===== config.mk =====
export PLATFORM = sky130hd
export DESIGN_NAME = sipo_deserializer
export DESIGN_NICKNAME = d
export VERILOG_FILES = /design/src/rtl/sipo_deserializer_pkg.sv /design/src/rtl/sipo_deserializer_shift_core.sv /design/src/rtl/sipo_deserializer.sv
export SDC_FILE = /design/constraint.sdc
export NUM_CORES = 1
export LEC_CHECK = 0
export BUFFER_PORTS_ARGS = -buffer_cell sky130_fd_sc_hd__buf_2
export CAP_MARGIN = 15
export CORE_AREA = 3 3 40 42
export CTS_CLUSTER_DIAMETER = 100
export CTS_CLUSTER_SIZE = 24
export DETAILED_ROUTE_END_ITERATION = 7
export DIE_AREA = 0 0 43 45
export PLACE_DENSITY_LB_ADDON = 0.3
export RECOVER_POWER = 50
export SLEW_MARGIN = 20
export SYNTH_ARGS = -nofsm -noshare
export SYNTH_HDL_FRONTEND = slang
export SYNTH_SLANG_ARGS = --single-unit

===== constraint.sdc =====
create_clock -name clk -period 1.35 [get_ports clk]
set_clock_uncertainty 0.1 [all_clocks]
set_input_delay 0.0675 -clock clk [delete_from_list [all_inputs] [get_ports clk]]
set_output_delay 0.0675 -clock clk [all_outputs]
set_load 0.01 [all_outputs]

===== src/rtl/sipo_deserializer_pkg.sv =====
//------------------------------------------------------------------------------
// Module : sipo_deserializer_pkg
// Brief  : Shared bit-order constants and sizing helper for the serial link.
// Rev    : 1.0
//------------------------------------------------------------------------------
`default_nettype none

package sipo_deserializer_pkg;

  // The PISO transmitter uses the same encoding, so both ends agree on bit order.
  localparam int ORDER_MSB_FIRST = 1;
  localparam int ORDER_LSB_FIRST = 0;

  function automatic int cnt_width(input int width);
    return (width > 1) ? $clog2(width) : 1;
  endfunction

endpackage : sipo_deserializer_pkg

`default_nettype wire


===== src/rtl/sipo_deserializer_shift_core.sv =====
//------------------------------------------------------------------------------
// Module : sipo_shift_core
// Brief  : Shift register plus bit counter; pulses word_done on the last bit.
// Rev    : 1.0
//------------------------------------------------------------------------------
`default_nettype none

module sipo_shift_core
  import sipo_deserializer_pkg::*;
#(
  parameter int WIDTH     = 4,
  parameter int MSB_FIRST = ORDER_MSB_FIRST,
  localparam int CW       = cnt_width(WIDTH)
) (
  input  logic             clk,
  input  logic             rst_n,
  input  logic             sin,
  input  logic             sin_valid,
  input  logic             sync,
  output logic [WIDTH-1:0] shreg,
  output logic [CW-1:0]    bit_cnt,
  output logic             word_done,
  output logic [WIDTH-1:0] word
);

  localparam logic [CW-1:0] c_last = CW'(WIDTH - 1);

  logic [WIDTH-1:0] r_shreg;
  logic [CW-1:0]    r_bit_cnt;
  logic [WIDTH-1:0] w_shift_next;
  logic             w_word_end;

  generate
    if (MSB_FIRST == ORDER_MSB_FIRST) begin : g_msb_first
      assign w_shift_next = {r_shreg[WIDTH-2:0], sin};
    end else begin : g_lsb_first
      assign w_shift_next = {sin, r_shreg[WIDTH-1:1]};
    end
  endgenerate

  assign w_word_end = (r_bit_cnt == c_last);
  // A sync bit always starts a fresh word, so it can never complete one.
  assign word_done  = sin_valid & ~sync & w_word_end;
  assign word       = w_shift_next;
  assign shreg      = r_shreg;
  assign bit_cnt    = r_bit_cnt;

  always_ff @(posedge clk or negedge rst_n) begin
    if (!rst_n) begin
      r_shreg   <= '0;
      r_bit_cnt <= '0;
    end else if (sin_valid) begin
      r_shreg <= w_shift_next;
      if (sync) begin
        r_bit_cnt <= CW'(1);
      end else if (w_word_end) begin
        r_bit_cnt <= '0;
      end else begin
        r_bit_cnt <= r_bit_cnt + CW'(1);
      end
    end else if (sync) begin
      r_bit_cnt <= '0;
    end
  end

endmodule : sipo_shift_core

`default_nettype wire


===== src/rtl/sipo_deserializer.sv =====
//------------------------------------------------------------------------------
// Module : sipo_deserializer
// Brief  : Serial-in/parallel-out receiver with valid/ready word port and overrun flag.
// Rev    : 1.0
//------------------------------------------------------------------------------
`default_nettype none

module sipo_deserializer
  import sipo_deserializer_pkg::*;
#(
  parameter int WIDTH     = 4,
  parameter int MSB_FIRST = ORDER_MSB_FIRST,
  localparam int CW       = cnt_width(WIDTH)
) (
  input  logic             clk,
  input  logic             rst_n,
  input  logic             sin,
  input  logic             sin_valid,
  input  logic             sync,
  output logic [WIDTH-1:0] par_out,
  output logic             par_valid,
  input  logic             par_ready,
  output logic [WIDTH-1:0] Q_all,
  output logic [CW-1:0]    bit_cnt,
  output logic             overrun,
  input  logic             ovr_clr
);

  logic [WIDTH-1:0] w_word;
  logic             w_word_done;
  logic             w_load;
  logic             w_drop;
  logic [WIDTH-1:0] r_par_out;
  logic             r_par_valid;
  logic             r_overrun;

  sipo_shift_core #(
    .WIDTH     (WIDTH),
    .MSB_FIRST (MSB_FIRST)
  ) u_core (
    .clk       (clk),
    .rst_n     (rst_n),
    .sin       (sin),
    .sin_valid (sin_valid),
    .sync      (sync),
    .shreg     (Q_all),
    .bit_cnt   (bit_cnt),
    .word_done (w_word_done),
    .word      (w_word)
  );

  // Loading while the held word is being consumed keeps par_valid high with no bubble.
  assign w_load = w_word_done & (~r_par_valid | par_ready);
  assign w_drop = w_word_done & r_par_valid & ~par_ready;

  always_ff @(posedge clk or negedge rst_n) begin
    if (!rst_n) begin
      r_par_out   <= '0;
      r_par_valid <= 1'b0;
      r_overrun   <= 1'b0;
    end else begin
      if (w_load) begin
        r_par_out   <= w_word;
        r_par_valid <= 1'b1;
      end else if (par_ready) begin
        r_par_valid <= 1'b0;
      end
      if (w_drop) begin
        r_overrun <= 1'b1;
      end else if (ovr_clr) begin
        r_overrun <= 1'b0;
      end
    end
  end

  assign par_out   = r_par_out;
  assign par_valid = r_par_valid;
  assign overrun   = r_overrun;

endmodule : sipo_deserializer

`default_nettype wire


# [Word-level counts from Yosys, hierarchy flattened]
# Index checks and enable logic that the tools add are counted.
[op_classes] addsub=1 eq_ne=1 muxes=8 n_bitwise=9 n_reduce_logical=3
[ops] cell="$mux W2" n=4
[ops] cell="$reduce_bool A2 Y1" n=3
[ops] cell="$and A1 B1 Y1" n=5
[ops] cell="$mux W1" n=4
[ops] cell="$not A1 Y1" n=3
[ops] cell="$add A2 B1 Y2 const B" n=1
[ops] cell="$eq A2 B2 Y1 const B" n=1
[ops] cell="$or A1 B1 Y1" n=1
[totals] register_bits=12 output_inout_bits=12 wordCells=27

# [Logic depth before layout (Yosys ltp)]
# Gate-level depths: netlist of run 1.
[depth] ltp_word=6 mapped_depth=4 depth_no_buf=4

# [Modules after synthesis]
# From an unflattened synthesis of run 1, not the netlist that was laid out.
[unflattened] cells_unflattened=39 hier_area_um2=558.0
[modules_own_cells] mod="sipo_shift_core" instances=1 cells_each=23 area_each_um2=305.3 seq_area_each_um2=150.1
[modules_own_cells] mod="sipo_deserializer" instances=1 cells_each=16 area_each_um2=252.7 seq_area_each_um2=150.1

# [Worst setup path before layout of run 1]
# OpenSTA, ideal clock, no wires.
[synth_path] path_kind="register -> register" from="reg u_core.r_bit_cnt[0], in the netlist u_core.bit_cnt[0]" to="reg r_par_out[0], in the netlist par_out[0]" setup_time_ns=0.125 arrival_time_ns=1.173 required_time_ns=1.125 path_slack_ns=-0.048 stages_incl_launch_ff=5 path_buffers=0 synth_period_minus_slack_ns=1.398 cell_sequence="dfrtp_1 -> ha_1 -> nand3b_4 -> nor2b_4 -> mux2_2"
[synth_via] elab_chain_cells=3
[synth_lines] item="start, declared" line="sipo_deserializer_shift_core.sv:29" rtl="logic [CW-1:0] r_bit_cnt;"
[synth_lines] item="start signal, assigned" line="sipo_deserializer_shift_core.sv:59" rtl="r_bit_cnt <= r_bit_cnt + CW'(1);"
[synth_lines] item="$eq A2 B2 Y1" line="sipo_deserializer_shift_core.sv:41" rtl="assign w_word_end = (r_bit_cnt == c_last);"
[synth_lines] item="$and A1 B1 Y1" line="sipo_deserializer_shift_core.sv:43" rtl="assign word_done = sin_valid & ~sync & w_word_end;"
[synth_lines] item="$and A1 B1 Y1" line="sipo_deserializer.sv:53" rtl="assign w_load = w_word_done & (~r_par_valid | par_ready);"
[synth_lines] item="end signal, assigned" line="sipo_deserializer.sv:63" rtl="r_par_out <= w_word;"
[synth_lines] item="end, declared" line="sipo_deserializer.sv:33" rtl="logic [WIDTH-1:0] r_par_out;"
# Every way passes these cells.
# A chain may end at the register's enable or synchronous reset.

# [Worst setup path after layout of run 1]
[layout_path] from="reg u_core.r_bit_cnt[1], in the netlist u_core.bit_cnt[1]" to="reg r_par_out[1], in the netlist par_out[1]"
# Same word-level chain as after synthesis.

==> metrics.csv, run 1 <==
metric,value,unit
Resized cells post-CTS,0,
multi-input logic area,184,µm²
htree depth,1,
Std-Cell Rows,13,
FF-to-FF setup slack,-10,ps
Post-DRT Antenna Nets,0,
number of global-route vias before repair,344,
syn_area_per_cell,15.5,µm²
Max-cap violations,0,
fin crit period,1360,ps
R2R Path Start,u_core.bit_cnt[1],
Setup crit start kind,flip-flop,
CP startpoint,u_core.bit_cnt[1],
Worst path slowest cell,dfrtp_1,
pwr/cell area,1520,nW/µm²
Worst Path Max Fanout,4,
post-synthesis cell count,32,
clk slew on worst S/H paths,70,ps
I/O Buffers,18,
hold endpoint,par_valid,
most numerous cell in the Yosys netlist,dfrtp_1,
cells along the critical path,ha_2 -> nand3b_4 -> nor2b_4 -> mux2_2,
Die Span X,43,µm
chip height,45,µm
gr ovfl total,0,
worst-case clock buffer depth,2,
period utilization,1.01,
via count,353,
leakage,0.370,nW
Synth Flop Type,dfrtp_1,
top-area cell type share of the netlist area,0.605,
final instance area,694,µm²
Die Area,1940,µm²
Tot GR Track Use,0.111,
drt via density,4.71,
asr flop ratio synth,1.00,
Residual DRC,0,
global-route wire length before repair,1.51,mm
area delta synth->final,39.8,%
Worst R2R End,par_out[1],
Yosys warning count,0,
IO Count,19,
Highest Clock Rate,734,MHz
largest net degree at the start of global routing,13,
# nets final,69,
sequential cell area fraction in the yosys report,0.605,
share of cells above drive strength 1,0.583,
Starting Density,0.387,
CTS Buf Count,3,
WS Path Type,flip-flop to flip-flop,
Crit path arrival time,1410,ps
Slew Limit Fails,0,
register bit total from synthesis,12,
Slew Limit Headroom,0.567,
Max rail drop VDD,0.639,mV
number of synthesized flops with an enable pin,0,
RD Place Congestion,0.702,
actual slew at the worst max-slew pin,650,ps
outcome,"finished, violations left",
DR pass1 iterations,2,
initial detailed-routing violation count,1,
Post-DP Area,619,µm²
RSZ-0062 raised after global routing,true,
clock root buffer,clkbuf_4,
critical path's largest stage delay,350,ps
failing checks,setup timing,
top cell type by total area after synthesis,dfrtp_1,
worst setup margin,-11.5,ps
storage element area,300,µm²
worst skew pair latency,270,ps
Wirelength per Cell,12.4,µm
worst min path class,primary input to flip-flop,
critical path required time,1400,ps
clock sinks,12,
synth top area cells,"dfrtp_1, mux2_2, nand3b_4, nor2b_4, ha_1",
CTS tree,done,
hold depth,3,
post-route core utilization,0.540,
core region area,1280,µm²
post-synth cell types,13,
final hold violations,0,
most frequent cells after synthesis,"dfrtp_1, mux2_2, nand2b_1",
syn_nets,40,
CP Capture Type,flip-flop,
worst hold start,par_ready,
FF-to-FF path depth,4,
fillcell total,118,
Antenna Cells,0,
initial antenna violation count,0,
placed wire-length estimate,672,µm
Finish-stage setup viols,4,
final wirelength,932,µm
Post-Syn Area,497,µm²
==> worst max-delay path: cells and delay by family, from the launching register on <==
family                   cells  cell delay [ps]
flip-flops                   1              350
AND/OR/NAND/NOR              2              250
multiplexers                 1              350
adder cells (fa/ha/maj)      1              200
==> cell families after synthesis <==
group | share of synthesized area
DFF | 0.605
muxes | 0.202
AOI/OAI and AO/OA | 0.0126
buffers and inverters | 0.0302
xor gates and xnor gates | 0.0176
adders and majority gates | 0.0252
and+or+nand+nor | 0.108
==> repair_timing <==
action                     CTS  global route
cloned                       0             0
hold endpoints to repair    16             0
setup buffers                0             0
setup endpoints to repair    4             4
hold buffers                 4             0
==> metal layers <==
layer,part of all wire,global-route usage,vias to the layer above
li1,-,-,165
met1,0.41,0.123,174
met2,0.51,0.189,12
met3,0.082,0.0279,2
met4,0.0043,0.0723,0
met5,0,0,-
==> sequential cells by signal, summed over array words and instances, names as in the netlist <==
name and flops:
par_out 4, u_core.shreg 4, u_core.bit_cnt 2, overrun 1, par_valid 1
==> worst max path at each step <==
stage	endpoint	slack, ps	depth (start not counted)
after detailed placement	par_out[1]	-10	4
after global routing	par_out[3]	-70	4
after CTS	par_out[1]	-20	4
final	par_out[1]	-10	4
after global placement	par_out[2]	-20	4
after floorplan	par_out[0]	-50	4
==> per-stage QoR <==
stage                     setup TNS [ps]  setup WS [ps]  hold slack (ps)  total power, W  instances
after floorplan                     -190          -47.7             -328        0.000648         32
after global placement             -39.9          -15.0             -140        0.000784         67
after detailed placement           -23.8          -9.87             -141        0.000785         67
after CTS                          -73.1          -22.0             3.69         0.00108         75
after global routing                -245          -68.2             38.2         0.00112         75
final                              -26.2          -11.5             4.81         0.00106         75
==> where the power goes <==
group	switching [W]	internal, W	leakage [nW]	total [W]
Combinational	0.000126	0.000157	0.199	0.000283
Clock	0.000113	0.000164	0.0210	0.000276
Sequential	0.0000501	0.000447	0.150	0.000498
Total	0.000289	0.000769	0.370	0.00106
==> cells in the final DEF (no fill, tap or decap), drive strengths merged <==
| cell type | netlist | layout |
|---|---|---|
| nand2b | 2 | 2 |
| nand3b | 1 | 1 |
| mux2 | 8 | 8 |
| nor2 | 1 | 1 |
| inv | 1 | 1 |
| buf | 1 | 20 |
| nand2 | 1 | 1 |
| ha | 1 | 1 |
| clkbuf | 0 | 5 |
| o22ai | 1 | 1 |
| dfrtp | 12 | 12 |
| nor2b | 1 | 1 |
| mux2i | 1 | 1 |
| dlygate4sd3 | 0 | 4 |
| xnor2 | 1 | 1 |
==> area by class of cell <==
class	instances	share of cell area
sequential	12	0.432
multi-input combinational	18	0.265
timing repair buffer	25	0.218
clock buffer	4	0.0523
tap	15	0.0270
inverter	1	0.00541
No activity file was read; power rests on OpenSTA's default activity.
==> run 2, diff against run 1 <==
==> constraint.sdc (replaced) <==
create_clock -name clk -period 1.6 [get_ports clk]
set_clock_uncertainty 0.1 [all_clocks]
set_input_delay 0.08 -clock clk [delete_from_list [all_inputs] [get_ports clk]]
set_output_delay 0.08 -clock clk [all_outputs]
set_load 0.01 [all_outputs]
==> run 2 against run 1 <==
  * The run now ends clean
  * Register-to-register slack better by 190 ps
  * Utilization is 3.3 points lower
  * Non-clock buffer count is 3 lower
  * Wire length is 4.9% lower
  * Design area is 6.1% lower
  * Critical path type unchanged
==> metrics.csv, run 2 (same netlist as run 1, synthesis figures left out) <==
metric,value,unit,change
Max-cap violations,0,,unchanged
initial detailed-routing violation count,1,,unchanged
final hold violations,0,,unchanged
most frequent cells in the layout,"buf_2, dfrtp_1, mux2_2, dlygate4sd3_1, clkbuf_1",,
Slew Limit Headroom,0.580,,+0.0129
worst skew pair latency,270,ps,about the same
clk slew on worst S/H paths,70,ps,about the same
initial antenna violation count,0,,unchanged
Post-DRT Antenna Nets,0,,unchanged
RD Place Congestion,0.666,,-5.1%
Residual DRC,0,,unchanged
Finish-stage setup viols,0,,-4
global-route wire length before repair,1.44,mm,-4.6%
critical path required time,1650,ps,+250 ps
I/O Buffers,18,,unchanged
Die Area,1940,µm²,unchanged
R2R Path Start,u_core.bit_cnt[0],,
Max rail drop VDD,0.570,mV,-11%
via count,331,,-6.2%
gr ovfl total,0,,unchanged
Crit path arrival time,1470,ps,+60 ps
worst-case clock buffer depth,2,,unchanged
"commonest non-fill, non-tap cell in the layout",buf_2,,
FF-to-FF path depth,4,,unchanged
Worst Path Max Fanout,4,,unchanged
IO Count,19,,unchanged
leakage,0.341,nW,-7.9%
Worst path slowest cell,dfrtp_1,,
chip height,45,µm,unchanged
period utilization,0.890,,-0.118
final non-filler cell total,71,,-5.3%
Highest Clock Rate,702,MHz,-4.4%
share of cells above drive strength 1,0.482,,-0.101
RSZ-0062 raised after global routing,false,,
final wirelength,886,µm,-4.9%
core region area,1280,µm²,unchanged
htree depth,1,,unchanged
Std-Cell Rows,13,,unchanged
worst hold start,par_ready,,
Resized cells post-CTS,0,,unchanged
hold endpoint,par_valid,,
CP Capture Type,flip-flop,,
Setup TNS,0,ps,+26.2 ps
post-route core utilization,0.507,,-0.0331
actual slew at the worst max-slew pin,630,ps,-19.4 ps
DR pass1 iterations,2,,unchanged
CTS tree,done,,
critical path's largest stage delay,370,ps,+20 ps
Worst R2R End,par_out[1],,
CTS Buf Count,3,,unchanged
Hold Slack,17.2,ps,+12.4 ps
outcome,"complete, no violations",,
clock sinks,12,,unchanged
Cell Count Post-Placement,64,,-4.5%
Die Span X,43,µm,unchanged
Post-CTS Setup Inserts,0,,unchanged
# nets final,66,,-4.3%
drt via density,4.66,,-0.95%
Antenna Cells,0,,unchanged
WS Path Type,flip-flop to flip-flop,,
worst setup margin,176,ps,+187 ps
hold depth,3,,unchanged
worst min path class,primary input to flip-flop,,
Starting Density,0.387,,unchanged
clock root buffer,clkbuf_4,,
number of global-route vias before repair,340,,-1.2%
fin crit period,1420,ps,+62.6 ps
pwr/cell area,1260,nW/µm²,-17%
Wirelength per Cell,12.5,µm,+0.42%
hold-fix buffers at CTS,4,,unchanged
Setup crit start kind,flip-flop,,
largest net degree at the start of global routing,13,,unchanged
FF-to-FF setup slack,180,ps,+190 ps
Worst Setup Slack post-DPL,174,ps,+184 ps
Tot GR Track Use,0.107,,-0.00359
cells along the critical path,ha_1 -> nand3b_4 -> nor2b_4 -> mux2_2,,
Slew Limit Fails,0,,unchanged
area delta synth->final,31.2,%,
## run 2: stage by stage
| step | cell area, µm² | total power, W |
|---|---|---|
| global route | 652 | 0.000876 |
| floorplan | 497 | 0.000546 |
| CTS | 657 | 0.000838 |
| finish | 652 | 0.000820 |
| detailed placement | 594 | 0.000651 |
| global placement | 594 | 0.000646 |
## run 2: report_power, final
part           total, W  internal (W)  switching [W]
logic          0.000223      0.000122       0.000101
clock network  0.000178     0.0000869      0.0000906
registers      0.000419      0.000378      0.0000418
## run 2: metal layers
metal | global-route usage | vias to the layer above | share of wire
met5 | 0 | - | 0
met4 | 0.0361 | 0 | 0
met3 | 0.0717 | 0 | 0.071
met2 | 0.171 | 12 | 0.50
met1 | 0.115 | 160 | 0.43
li1 | - | 159 | -
## run 2: worst max path at each step
stage / to / startpoint / slack, ps / cells after the start
floorplan: par_out[0] / u_core.bit_cnt[0] / 200 / 4
global placement: par_out[1] / u_core.bit_cnt[0] / 200 / 4
detailed placement: par_out[1] / u_core.bit_cnt[0] / 170 / 4
CTS: par_out[1] / u_core.bit_cnt[0] / 160 / 4
global route: par_out[2] / u_core.bit_cnt[1] / 100 / 4
finish: par_out[1] / u_core.bit_cnt[0] / 180 / 4
## run 2: cell type report
class | instances | area, µm²
clock buffer | 3 | 22.5
fill | 116 | 633
inverter | 1 | 3.75
multi-input combinational | 18 | 181
sequential | 12 | 300
tap | 15 | 18.8
timing repair buffer | 22 | 125
## run 2: critical path, delay by kind of cell (launching register included)
kind	cells	cell delay [ps]
and+or+nand+nor	2	280
DFF	1	370
muxes	1	340
adders and majority gates	1	210
==> run 3, diff against run 2 <==
--- a/config.mk
+++ b/config.mk
@@ -8,6 +8,7 @@
 export BUFFER_PORTS_ARGS = -buffer_cell sky130_fd_sc_hd__buf_2
 export CAP_MARGIN = 15
 export CORE_AREA = 3 3 40 42
+export CTS_BUF_LIST = sky130_fd_sc_hd__clkbuf_8
 export CTS_CLUSTER_DIAMETER = 100
 export CTS_CLUSTER_SIZE = 24
 export DETAILED_ROUTE_END_ITERATION = 7
@@ -18,3 +19,4 @@
 export SYNTH_ARGS = -nofsm -noshare
 export SYNTH_HDL_FRONTEND = slang
 export SYNTH_SLANG_ARGS = --single-unit
+export TNS_END_PERCENT = 20
==> run 3 against run 2 <==
  * Design area grew 1.5%
  * Cell count shrank 1.4%
  * Wire length grew 1.1%
  * Die area is the same
==> metrics.csv, run 3 (same netlist as run 1, synthesis figures left out) <==
metric,value,unit,change
outcome,"complete, no violations",,
"commonest non-fill, non-tap cell in the layout",buf_2,,
area delta synth->final,33.2,%,
Setup crit start kind,flip-flop,,
total power,0.000905,W,+10%
Finish-stage setup viols,0,,unchanged
Clock Power Share,0.292,,+0.076
WS Path Type,flip-flop to flip-flop,,
Die Span X,43,µm,unchanged
post-route core utilization,0.515,,+0.00779
sequential power share,0.465,,-0.046
htree depth,1,,unchanged
worst-case clock buffer depth,2,,unchanged
number of global-route vias before repair,332,,-2.4%
Residual DRC,0,,unchanged
actual slew at the worst max-slew pin,627,ps,-3.30 ps
via count,332,,+0.30%
Worst Path Max Fanout,4,,unchanged
FF-to-FF path depth,4,,unchanged
DR pass1 iterations,2,,unchanged
cell-internal power,0.000662,W,+13%
IO Count,19,,unchanged
gr ovfl total,0,,unchanged
global-route wire length before repair,1.46,mm,+0.90%
hold-fix buffers at CTS,3,,-1
clk slew on worst S/H paths,50,ps,-20 ps
Worst Setup Slack post-DPL,174,ps,unchanged
drt via density,4.74,,+1.7%
critical path required time,1620,ps,-30 ps
Slew Limit Fails,0,,unchanged
Max rail drop VDD,0.934,mV,+64%
largest net degree at the start of global routing,13,,unchanged
CP Capture Type,flip-flop,,
Max-cap violations,0,,unchanged
initial antenna violation count,0,,unchanged
period utilization,0.887,,-0.00270
clock root buffer,clkbuf_8,,
worst setup margin,180,ps,+4.32 ps
core region area,1280,µm²,unchanged
Antenna Cells,0,,unchanged
final hold violations,0,,unchanged
hold depth,2,,-1
Post-DRT Antenna Nets,0,,unchanged
Sw Share,0.269,,-0.0159
worst skew pair latency,240,ps,-30 ps
RSZ-0062 raised after global routing,false,,
I/O Buffers,18,,unchanged
CTS tree,done,,
Wirelength per Cell,12.8,µm,+2.6%
Switch Pwr,0.000243,W,+4.2%
most frequent cells in the layout,"buf_2, dfrtp_1, mux2_2",,
Hold Slack,8.51,ps,-8.66 ps
Std-Cell Rows,13,,unchanged
Combinational Power Share,0.242,,-0.030
Slew Limit Headroom,0.582,,+0.00220
# nets final,65,,-1.5%
Setup TNS,0,ps,unchanged
leakage,0.347,nW,+1.7%
Die Area,1940,µm²,unchanged
FF-to-FF setup slack,180,ps,about the same
CTS Buf Count,3,,unchanged
initial detailed-routing violation count,1,,unchanged
Starting Density,0.387,,unchanged
Crit path arrival time,1440,ps,-30 ps
Highest Clock Rate,704,MHz,+0.30%
Post-CTS Setup Inserts,0,,unchanged
fin crit period,1420,ps,-4.32 ps
clock sinks,12,,unchanged
share of cells above drive strength 1,0.509,,+0.0269
pwr/cell area,1370,nW/µm²,+8.7%
worst min path class,primary input to flip-flop,,
Tot GR Track Use,0.107,,unchanged
final wirelength,896,µm,+1.1%
Resized cells post-CTS,0,,unchanged
RD Place Congestion,0.666,,unchanged
chip height,45,µm,unchanged
[run 3: area by class of cell]
type                    instances  area (µm²)
well taps                      15        18.8
multi-input cells              18         181
fillers                       113         623
inverters                       1        3.75
repair buffers                 21         116
flip-flops and latches         12         300
clock buffers                   3        41.3
[run 3: path summary, 6_finish.rpt]
kind	from	endpoint
worst max-delay path	u_core.bit_cnt[0]	par_out[1]
worst min-delay path	sin	par_out[0]
worst max register to register	u_core.bit_cnt[0]	par_out[1]
worst min register to register	u_core.shreg[3]	u_core.shreg[3]
max in group asynchronous	rst_n	u_core.shreg[0]
min in group asynchronous	rst_n	u_core.bit_cnt[0]
[run 3: layer usage]
layer	part of all wire	up-vias	track usage
li1	-	155	-
met1	0.43	163	0.117
met2	0.48	14	0.168
met3	0.087	0	0.0717
met4	0	0	0.0361
met5	0	-	0
[run 3: critical path, stage by stage (launching register included)]
cell	delay, ps
dfrtp_1	360
ha_1	210
nand3b_4	110
nor2b_4	170
mux2_2	340
[run 3: through the flow]
step           instances  instance area, µm²
6_report              70                 662
5_1_grt               70                 662
4_1_cts               70                 666
3_5_place_dp          64                 594
3_3_place_gp          64                 594
2_1_floorplan         32                 497
[run 3: power by group through the flow]
stage / Clock, W / Combinational (W) / Sequential [W]
6_report: 0.000265 / 0.000219 / 0.000421
5_1_grt: 0.000287 / 0.000240 / 0.000434
4_1_cts: 0.000271 / 0.000229 / 0.000423
3_5_place_dp: 0 / 0.000223 / 0.000428
3_3_place_gp: 0 / 0.000220 / 0.000426
2_1_floorplan: 0 / 0.0000863 / 0.000460
